===== src/rtl/rmii_rx_framer.sv =====
// RMII receive framer.
// Takes the 2-bit RMII receive stream, strips the preamble and SFD, and assembles
// bytes LSB-dibit first. Each received byte comes out as a one-cycle strobe.
// At the end of every frame that reached DATA, it reports the length and these
// checks: CRC-32, alignment, PHY error and length.
module rmii_rx_framer #(
    parameter int MIN_PRE_DIBITS = 4,
    parameter int MIN_LEN        = 64,
    parameter int MAX_LEN        = 1522
) (
    input  logic        sys_clk,
    input  logic        rst,
    input  logic        crs_dv,
    input  logic [1:0]  rx_d,
    input  logic        rx_er,
    output logic [7:0]  out_data,
    output logic        out_valid,
    output logic        out_sof,
    output logic        frame_done,
    output logic [10:0] frame_len,
    output logic        frame_good,
    output logic        err_crc,
    output logic        err_align,
    output logic        err_phy,
    output logic        err_len
);

    localparam logic [1:0]  ST_IDLE     = 2'd0;
    localparam logic [1:0]  ST_PREAMBLE = 2'd1;
    localparam logic [1:0]  ST_DATA     = 2'd2;
    localparam logic [1:0]  ST_DROP     = 2'd3;

    localparam logic [1:0]  DIBIT_PRE   = 2'b01;
    localparam logic [1:0]  DIBIT_SFD   = 2'b11;

    localparam logic [3:0]  PRE_SAT     = 4'd15;
    localparam logic [3:0]  PRE_MIN     = 4'(MIN_PRE_DIBITS);
    localparam logic [10:0] LEN_SAT     = 11'd2047;
    localparam logic [10:0] LEN_MIN     = 11'(MIN_LEN);
    localparam logic [10:0] LEN_MAX     = 11'(MAX_LEN);

    localparam logic [31:0] CRC_INIT    = 32'hFFFF_FFFF;
    localparam logic [31:0] CRC_POLY_R  = 32'hEDB8_8320;
    // Residue of a good frame, expressed in the MSB-first bit order.
    localparam logic [31:0] CRC_RESIDUE = 32'hC704_DD7B;

    // Fold one byte into the reflected CRC-32 register (LSB first, no final invert).
    function automatic logic [31:0] crc32_byte(input logic [31:0] crc_in, input logic [7:0] data_in);
        logic [31:0] c;
        c = crc_in ^ {24'd0, data_in};
        for (int i = 0; i < 8; i++) begin
            if (c[0]) begin
                c = (c >> 1) ^ CRC_POLY_R;
            end else begin
                c = c >> 1;
            end
        end
        return c;
    endfunction

    // Bit-reverse the 32-bit register.
    // The register is kept reflected, but the residue constant is MSB-first.
    function automatic logic [31:0] bit_rev32(input logic [31:0] v);
        logic [31:0] r;
        for (int i = 0; i < 32; i++) begin
            r[i] = v[31 - i];
        end
        return r;
    endfunction

    logic [1:0]  state_q,        state_d;
    logic [3:0]  pre_cnt_q,      pre_cnt_d;
    logic [1:0]  dib_cnt_q,      dib_cnt_d;
    logic [7:0]  byte_sr_q,      byte_sr_d;
    logic [10:0] byte_cnt_q,     byte_cnt_d;
    logic [31:0] crc_q,          crc_d;
    logic        phy_acc_q,      phy_acc_d;
    logic        len_acc_q,      len_acc_d;

    logic [7:0]  out_data_q,     out_data_d;
    logic        out_valid_q,    out_valid_d;
    logic        out_sof_q,      out_sof_d;
    logic        frame_done_q,   frame_done_d;
    logic [10:0] frame_len_q,    frame_len_d;
    logic        frame_good_q,   frame_good_d;
    logic        err_crc_q,      err_crc_d;
    logic        err_align_q,    err_align_d;
    logic        err_phy_q,      err_phy_d;
    logic        err_len_q,      err_len_d;

    logic [7:0]  byte_asm_s;
    logic        crc_bad_s;
    logic        align_bad_s;
    logic        phy_bad_s;
    logic        len_bad_s;

    // Compute the next-state, counter, CRC and output values from the current dibit.
    always_comb begin
        state_d      = state_q;
        pre_cnt_d    = pre_cnt_q;
        dib_cnt_d    = dib_cnt_q;
        byte_sr_d    = byte_sr_q;
        byte_cnt_d   = byte_cnt_q;
        crc_d        = crc_q;
        phy_acc_d    = phy_acc_q;
        len_acc_d    = len_acc_q;
        out_data_d   = out_data_q;
        out_valid_d  = 1'b0;
        out_sof_d    = 1'b0;
        frame_done_d = 1'b0;
        frame_len_d  = frame_len_q;
        frame_good_d = frame_good_q;
        err_crc_d    = err_crc_q;
        err_align_d  = err_align_q;
        err_phy_d    = err_phy_q;
        err_len_d    = err_len_q;

        byte_asm_s   = {rx_d, byte_sr_q[7:2]};
        crc_bad_s    = (bit_rev32(crc_q) != CRC_RESIDUE);
        align_bad_s  = (dib_cnt_q != 2'd0);
        phy_bad_s    = phy_acc_q | rx_er;
        len_bad_s    = len_acc_q | (byte_cnt_q < LEN_MIN) | (byte_cnt_q > LEN_MAX);

        case (state_q)
            ST_IDLE: begin
                if (crs_dv && (rx_d == DIBIT_PRE)) begin
                    state_d   = ST_PREAMBLE;
                    pre_cnt_d = 4'd1;
                end else begin
                    state_d   = ST_IDLE;
                end
            end

            ST_PREAMBLE: begin
                if (!crs_dv) begin
                    state_d = ST_IDLE;
                end else if (rx_d == DIBIT_PRE) begin
                    if (pre_cnt_q != PRE_SAT) begin
                        pre_cnt_d = pre_cnt_q + 4'd1;
                    end else begin
                        pre_cnt_d = pre_cnt_q;
                    end
                end else if ((rx_d == DIBIT_SFD) && (pre_cnt_q >= PRE_MIN)) begin
                    state_d    = ST_DATA;
                    crc_d      = CRC_INIT;
                    dib_cnt_d  = 2'd0;
                    byte_cnt_d = 11'd0;
                    phy_acc_d  = 1'b0;
                    len_acc_d  = 1'b0;
                end else begin
                    state_d = ST_DROP;
                end
            end

            ST_DATA: begin
                if (crs_dv) begin
                    byte_sr_d = byte_asm_s;
                    dib_cnt_d = dib_cnt_q + 2'd1;
                    if (rx_er) begin
                        phy_acc_d = 1'b1;
                    end else begin
                        phy_acc_d = phy_acc_q;
                    end
                    if (dib_cnt_q == 2'd3) begin
                        crc_d = crc32_byte(crc_q, byte_asm_s);
                        if (byte_cnt_q != LEN_SAT) begin
                            byte_cnt_d = byte_cnt_q + 11'd1;
                        end else begin
                            byte_cnt_d = byte_cnt_q;
                        end
                        // Once MAX_LEN bytes are out, further bytes are counted but suppressed.
                        if (byte_cnt_q >= LEN_MAX) begin
                            len_acc_d = 1'b1;
                        end else begin
                            out_valid_d = 1'b1;
                            out_data_d  = byte_asm_s;
                            out_sof_d   = (byte_cnt_q == 11'd0);
                        end
                    end else begin
                        crc_d = crc_q;
                    end
                end else begin
                    // End of carrier: drop any partial byte and report the frame.
                    state_d      = ST_IDLE;
                    frame_done_d = 1'b1;
                    frame_len_d  = byte_cnt_q;
                    err_crc_d    = crc_bad_s;
                    err_align_d  = align_bad_s;
                    err_phy_d    = phy_bad_s;
                    err_len_d    = len_bad_s;
                    frame_good_d = ~(crc_bad_s | align_bad_s | phy_bad_s | len_bad_s);
                end
            end

            ST_DROP: begin
                if (!crs_dv) begin
                    state_d = ST_IDLE;
                end else begin
                    state_d = ST_DROP;
                end
            end

            default: begin
                state_d = ST_IDLE;
            end
        endcase
    end

    // Register all state and outputs; synchronous reset returns everything to idle.
    always_ff @(posedge sys_clk) begin
        if (rst) begin
            state_q      <= ST_IDLE;
            pre_cnt_q    <= 4'd0;
            dib_cnt_q    <= 2'd0;
            byte_sr_q    <= 8'd0;
            byte_cnt_q   <= 11'd0;
            crc_q        <= CRC_INIT;
            phy_acc_q    <= 1'b0;
            len_acc_q    <= 1'b0;
            out_data_q   <= 8'd0;
            out_valid_q  <= 1'b0;
            out_sof_q    <= 1'b0;
            frame_done_q <= 1'b0;
            frame_len_q  <= 11'd0;
            frame_good_q <= 1'b0;
            err_crc_q    <= 1'b0;
            err_align_q  <= 1'b0;
            err_phy_q    <= 1'b0;
            err_len_q    <= 1'b0;
        end else begin
            state_q      <= state_d;
            pre_cnt_q    <= pre_cnt_d;
            dib_cnt_q    <= dib_cnt_d;
            byte_sr_q    <= byte_sr_d;
            byte_cnt_q   <= byte_cnt_d;
            crc_q        <= crc_d;
            phy_acc_q    <= phy_acc_d;
            len_acc_q    <= len_acc_d;
            out_data_q   <= out_data_d;
            out_valid_q  <= out_valid_d;
            out_sof_q    <= out_sof_d;
            frame_done_q <= frame_done_d;
            frame_len_q  <= frame_len_d;
            frame_good_q <= frame_good_d;
            err_crc_q    <= err_crc_d;
            err_align_q  <= err_align_d;
            err_phy_q    <= err_phy_d;
            err_len_q    <= err_len_d;
        end
    end

    assign out_data   = out_data_q;
    assign out_valid  = out_valid_q;
    assign out_sof    = out_sof_q;
    assign frame_done = frame_done_q;
    assign frame_len  = frame_len_q;
    assign frame_good = frame_good_q;
    assign err_crc    = err_crc_q;
    assign err_align  = err_align_q;
    assign err_phy    = err_phy_q;
    assign err_len    = err_len_q;

endmodule


===== config.mk =====
export PLATFORM = sky130hd
export DESIGN_NAME = rmii_rx_framer
export DESIGN_NICKNAME = d
export VERILOG_FILES = /design/src/rtl/rmii_rx_framer.sv
export SDC_FILE = /design/constraint.sdc
export NUM_CORES = 1
export LEC_CHECK = 0
export ABC_AREA = 1
export ABC_CLOCK_PERIOD_IN_PS = 2800
export CORE_AREA = 2 2 112 87
export CTS_BUF_LIST = sky130_fd_sc_hd__clkbuf_4 sky130_fd_sc_hd__clkbuf_8
export DETAILED_ROUTE_END_ITERATION = 7
export DIE_AREA = 0 0 114 89
export MAX_ROUTING_LAYER = met4
export PLACE_DENSITY = 0.72
export RECOVER_POWER = 50
export REMOVE_ABC_BUFFERS = 1
export SETUP_SLACK_MARGIN = 0.1
export SLEW_MARGIN = 15
export SYNTH_ARGS = -nofsm -noshare
export SYNTH_HDL_FRONTEND = slang
export SYNTH_SLANG_ARGS = --single-unit

===== constraint.sdc =====
create_clock -name sys_clk -period 2.8 [get_ports sys_clk]
set_clock_uncertainty 0.15 [all_clocks]
set_input_delay 0.42 -clock sys_clk [delete_from_list [all_inputs] [get_ports sys_clk]]
set_output_delay 0.42 -clock sys_clk [all_outputs]
set_load 0.02 [all_outputs]

==> results of run 1 <==
-- cells in the mapped netlist (all sizes together) --
| library cell | number | share of area, % |
|---|---|---|
| buf | 14 | 1.9 |
| clkbuf | 13 | 1.0 |
| o211a | 2 | 0.41 |
| o2111ai | 1 | 0.18 |
| xnor2 | 5 | 0.91 |
| nand3 | 63 | 6.6 |
| nand2 | 222 | 18 |
| dfxtp | 86 | 36 |
| a21oi | 73 | 7.6 |
| and2 | 1 | 0.13 |
| o211ai | 11 | 1.7 |
| a211oi | 1 | 0.16 |
| o21ai | 65 | 6.7 |
| nor4b | 1 | 0.31 |
| or2 | 1 | 0.13 |
| inv | 90 | 7.0 |
| xor2 | 17 | 3.1 |
| a31o | 1 | 0.18 |
| nor2 | 50 | 4.5 |
| nand4 | 10 | 1.3 |
| nor3 | 10 | 1.1 |
| ha | 5 | 1.3 |
-- layout make-up --
class	count	area, sq um
Fill cell	865	3520
Inverter	90	340
Timing Repair Buffer	42	388
Tap cell	112	140
Multi-Input combinational cell	539	2620
Clock inverter	6	70.1
Clock buffer	10	131
Sequential cell	86	1720
-- metal layers --
metal | GRT usage, % | up-vias
met5 | - | -
met4 | 8.31 | 0
met3 | 5.36 | 22
met2 | 43.2 | 183
met1 | 40.0 | 2313
li1 | - | 2455
-- registers in the layout, indices dropped and copies added (netlist names), 2 cells and up --
| signal | cells |
|---|---|
| pre_cnt_q | 4 |
| frame_len | 11 |
| dib_cnt_q | 2 |
| byte_cnt_q | 11 |
| out_data | 8 |
| crc_q | 32 |
| byte_sr_q | 6 |
| state_q | 2 |
-- power groups by stage --
stage	sequential, mW	clock (mW)	combinational [mW]
after global placement	1.31	0	0.363
after floorplan	1.30	0	0.260
after global routing	1.28	0.984	0.425
final	1.28	0.923	0.379
after CTS	1.28	0.933	0.372
after detailed placement	1.31	0	0.369
-- path summary, 6_finish.rpt --
path | from | to | slack, ps | cells past startpoint
max | rst | frame_done | 330 | 3
min | out_data[3] | out_data[3] | 290 | 2
max reg2reg | state_q[0] | crc_q[8] | 340 | 11
min reg2reg | out_data[3] | out_data[3] | 290 | 2
-- worst register-to-register path, stage by stage (launching register included) --
cell and delay, ps:
dfxtp_1 400, inv_2 60, nand2_1 370, inv_4 180, nand2_4 160, nand2_2 80
nor2_4 140, nand2_4 90, inv_2 260, buf_4 250, a21oi_2 70, o211ai_1 180
-- cells by family (layout without fill, tap and decap cells) --
logic type,Yosys count,count (layout)
adder cells (fa/ha/maj),5,5
flip-flops,86,86
AO/OA/AOI/OAI,154,154
AND/OR/NAND/NOR,358,358
XOR/XNOR,22,22
buffers and inverters,117,148
-- per-stage QoR --
| stage | instance area (sq um) | util [%] |
|---|---|---|
| floorplan | 4690 | - |
| CTS | 5430 | 60.7 |
| finish | 5410 | 60.6 |
| global placement | 5230 | 58.5 |
| detailed placement | 5230 | 58.5 |
| global route | 5410 | 60.6 |
-- cell usage in the layout, fill, tap and decap left out, types with 8 or more instances in the layout --
cell / count
dfxtp_1: 86
xor2_1: 17
nand2_1: 215
nand4_1: 10
nor2_1: 46
a21oi_1: 72
nand3_1: 62
inv_1: 86
o21ai_0: 60
o211ai_1: 11
dlygate4sd3_1: 28
buf_4: 8
nor3_1: 9
clkbuf_8: 9
==> run summary, run 1 <==
Status - finished with violations
Failing checks - capacitance limit, slew limit
First-pass GRT wire length - 22.2 mm
Hold-fix buffers at CTS - 0
Slowest CP cell - clkbuf_1
Largest net degree at the start of global routing - 37
Fmax - 405 MHz
CTS Sinks - 86
IO Count - 33
Worst IR Drop VDD - 339 uV
Synth Warn # - 0
Met3 routed WL - 962 um
Slack of the critical path - 332 ps
Length of routed met2 wiring - 5.93 mm
Post_cts resized - 0
Hpwl dp - 9.73 mm
Worst EP required - 2820 ps
Fraction of synthesized cell area in xor and xnor cells - 3.99%
Die Y - 89 um
Seq cells post-synth - 86
Internal - 1.80 mW
CTS tree - done
Main combinational cell family by area after synthesis - simple AND/OR/NAND/NOR gates
Wl on met1 - 6.45 mm
Max_slew headroom - -30.6%
Gr ovfl total - 0
Die width - 114 um
Final WL - 13.6 mm
CTS buffer count - 9
Gpl congestion - 0.958
Initial Utilization - 54.1%
Gr usage total - 28.8%
Vias in the first global route - 4415
Syn Inst Count - 742
Sequential Power Share - 49.5%
Post-route DRC - 0
Initial antenna violation count - 0
Area grow syn2layout - 12.0%
Drt via density - 5.62
Worst-path clk slew - 90 ps
Mapped cell area - 0.00483 sq mm
Diodes inserted - 0
Crit-path leading delay family - buffers and inverters
Pwr Density - 477 mW/mm^2
Crit path buf inv count - 2
Site row count - 30
Critical Path Max Stage Delay - 1410 ps
Worst-Skew Late Latency - 370 ps
Die area - 0.0101 sq mm
Finished Layout Cells - 885
DR pass1 iterations - 5
Fin crit period - 2470 ps
Antenna viol nets, final - 0
Seq/Total Area, Yosys - 35.6%
Switching part of the total - 30.3%
Smallest hold slack - 291 ps
Clk pwr share - 35.8%
Layout Nets - 779
Max-slew violations - 37
Worst Tran Pin Value - 1960 ps
Final Power - 2.58 mW
Starting DRT DRC Count - 616
Net Sw Power - 0.782 mW
PortBufs - 32
DR vias - 4973
Placed instance count - 869
Root Driver - clkbuf_8
Critical path type - in -> reg
Final period utilization - 88.1%
Worst Path Max Fanout - 36
Count of cell types in the netlist - 35
Static Leak - 2.50 nW
Uppermost routed layer - met4
Postcts setup bufs - 0
Fraction of layout cells with a size suffix above 1 - 5.82%
Pre-CTS setup slack - 129 ps
Avg Cell Area, Syn - 6.51 sq um
Worst path cell trace - clkdlybuf4s50_1 > clkbuf_1 > nor2_1
Critical path capture point type - flip-flop
Comb power frac - 14.7%
Clock buffer depth - 2
Final Hold Viols - 0
Synth Area in Simple Gates - 32.1%
RSZ-0062 raised after global routing - false
WL/cell - 15.3 um
H-Tree Depth - 3
CP Launch Type - input port
Core area - 0.00893 sq mm
Setup TNS Final - 0 ps
Adder-cell share of the synthesized area - 1.29%
Mux cell area share after synthesis - 0%
Synth Area in Compound Gates - 17.0%
MaxCap Viol Count - 1
Crit path DAT - 2490 ps
Final setup viols - 0
Hold/Removal Path Class - reg -> reg
(Power assumes the default switching activity.)
==> run 2: changes to the inputs <==
--- a/config.mk
+++ b/config.mk
@@ -7,6 +7,7 @@
 export LEC_CHECK = 0
 export ABC_AREA = 1
 export ABC_CLOCK_PERIOD_IN_PS = 2800
+export CAP_MARGIN = 25
 export CORE_AREA = 2 2 112 87
 export CTS_BUF_LIST = sky130_fd_sc_hd__clkbuf_4 sky130_fd_sc_hd__clkbuf_8
 export DETAILED_ROUTE_END_ITERATION = 7
==> results of run 2 <==
Final layout, timing and power as in run 1 (identical DEF).
==> run 3: changes to the inputs <==
--- a/config.mk
+++ b/config.mk
@@ -10,6 +10,7 @@
 export CAP_MARGIN = 25
 export CORE_AREA = 2 2 112 87
 export CTS_BUF_LIST = sky130_fd_sc_hd__clkbuf_4 sky130_fd_sc_hd__clkbuf_8
+export CTS_CLUSTER_SIZE = 24
 export DETAILED_ROUTE_END_ITERATION = 7
 export DIE_AREA = 0 0 114 89
 export MAX_ROUTING_LAYER = met4
==> results of run 3 <==
Final layout, timing and power as in run 1 (identical DEF).
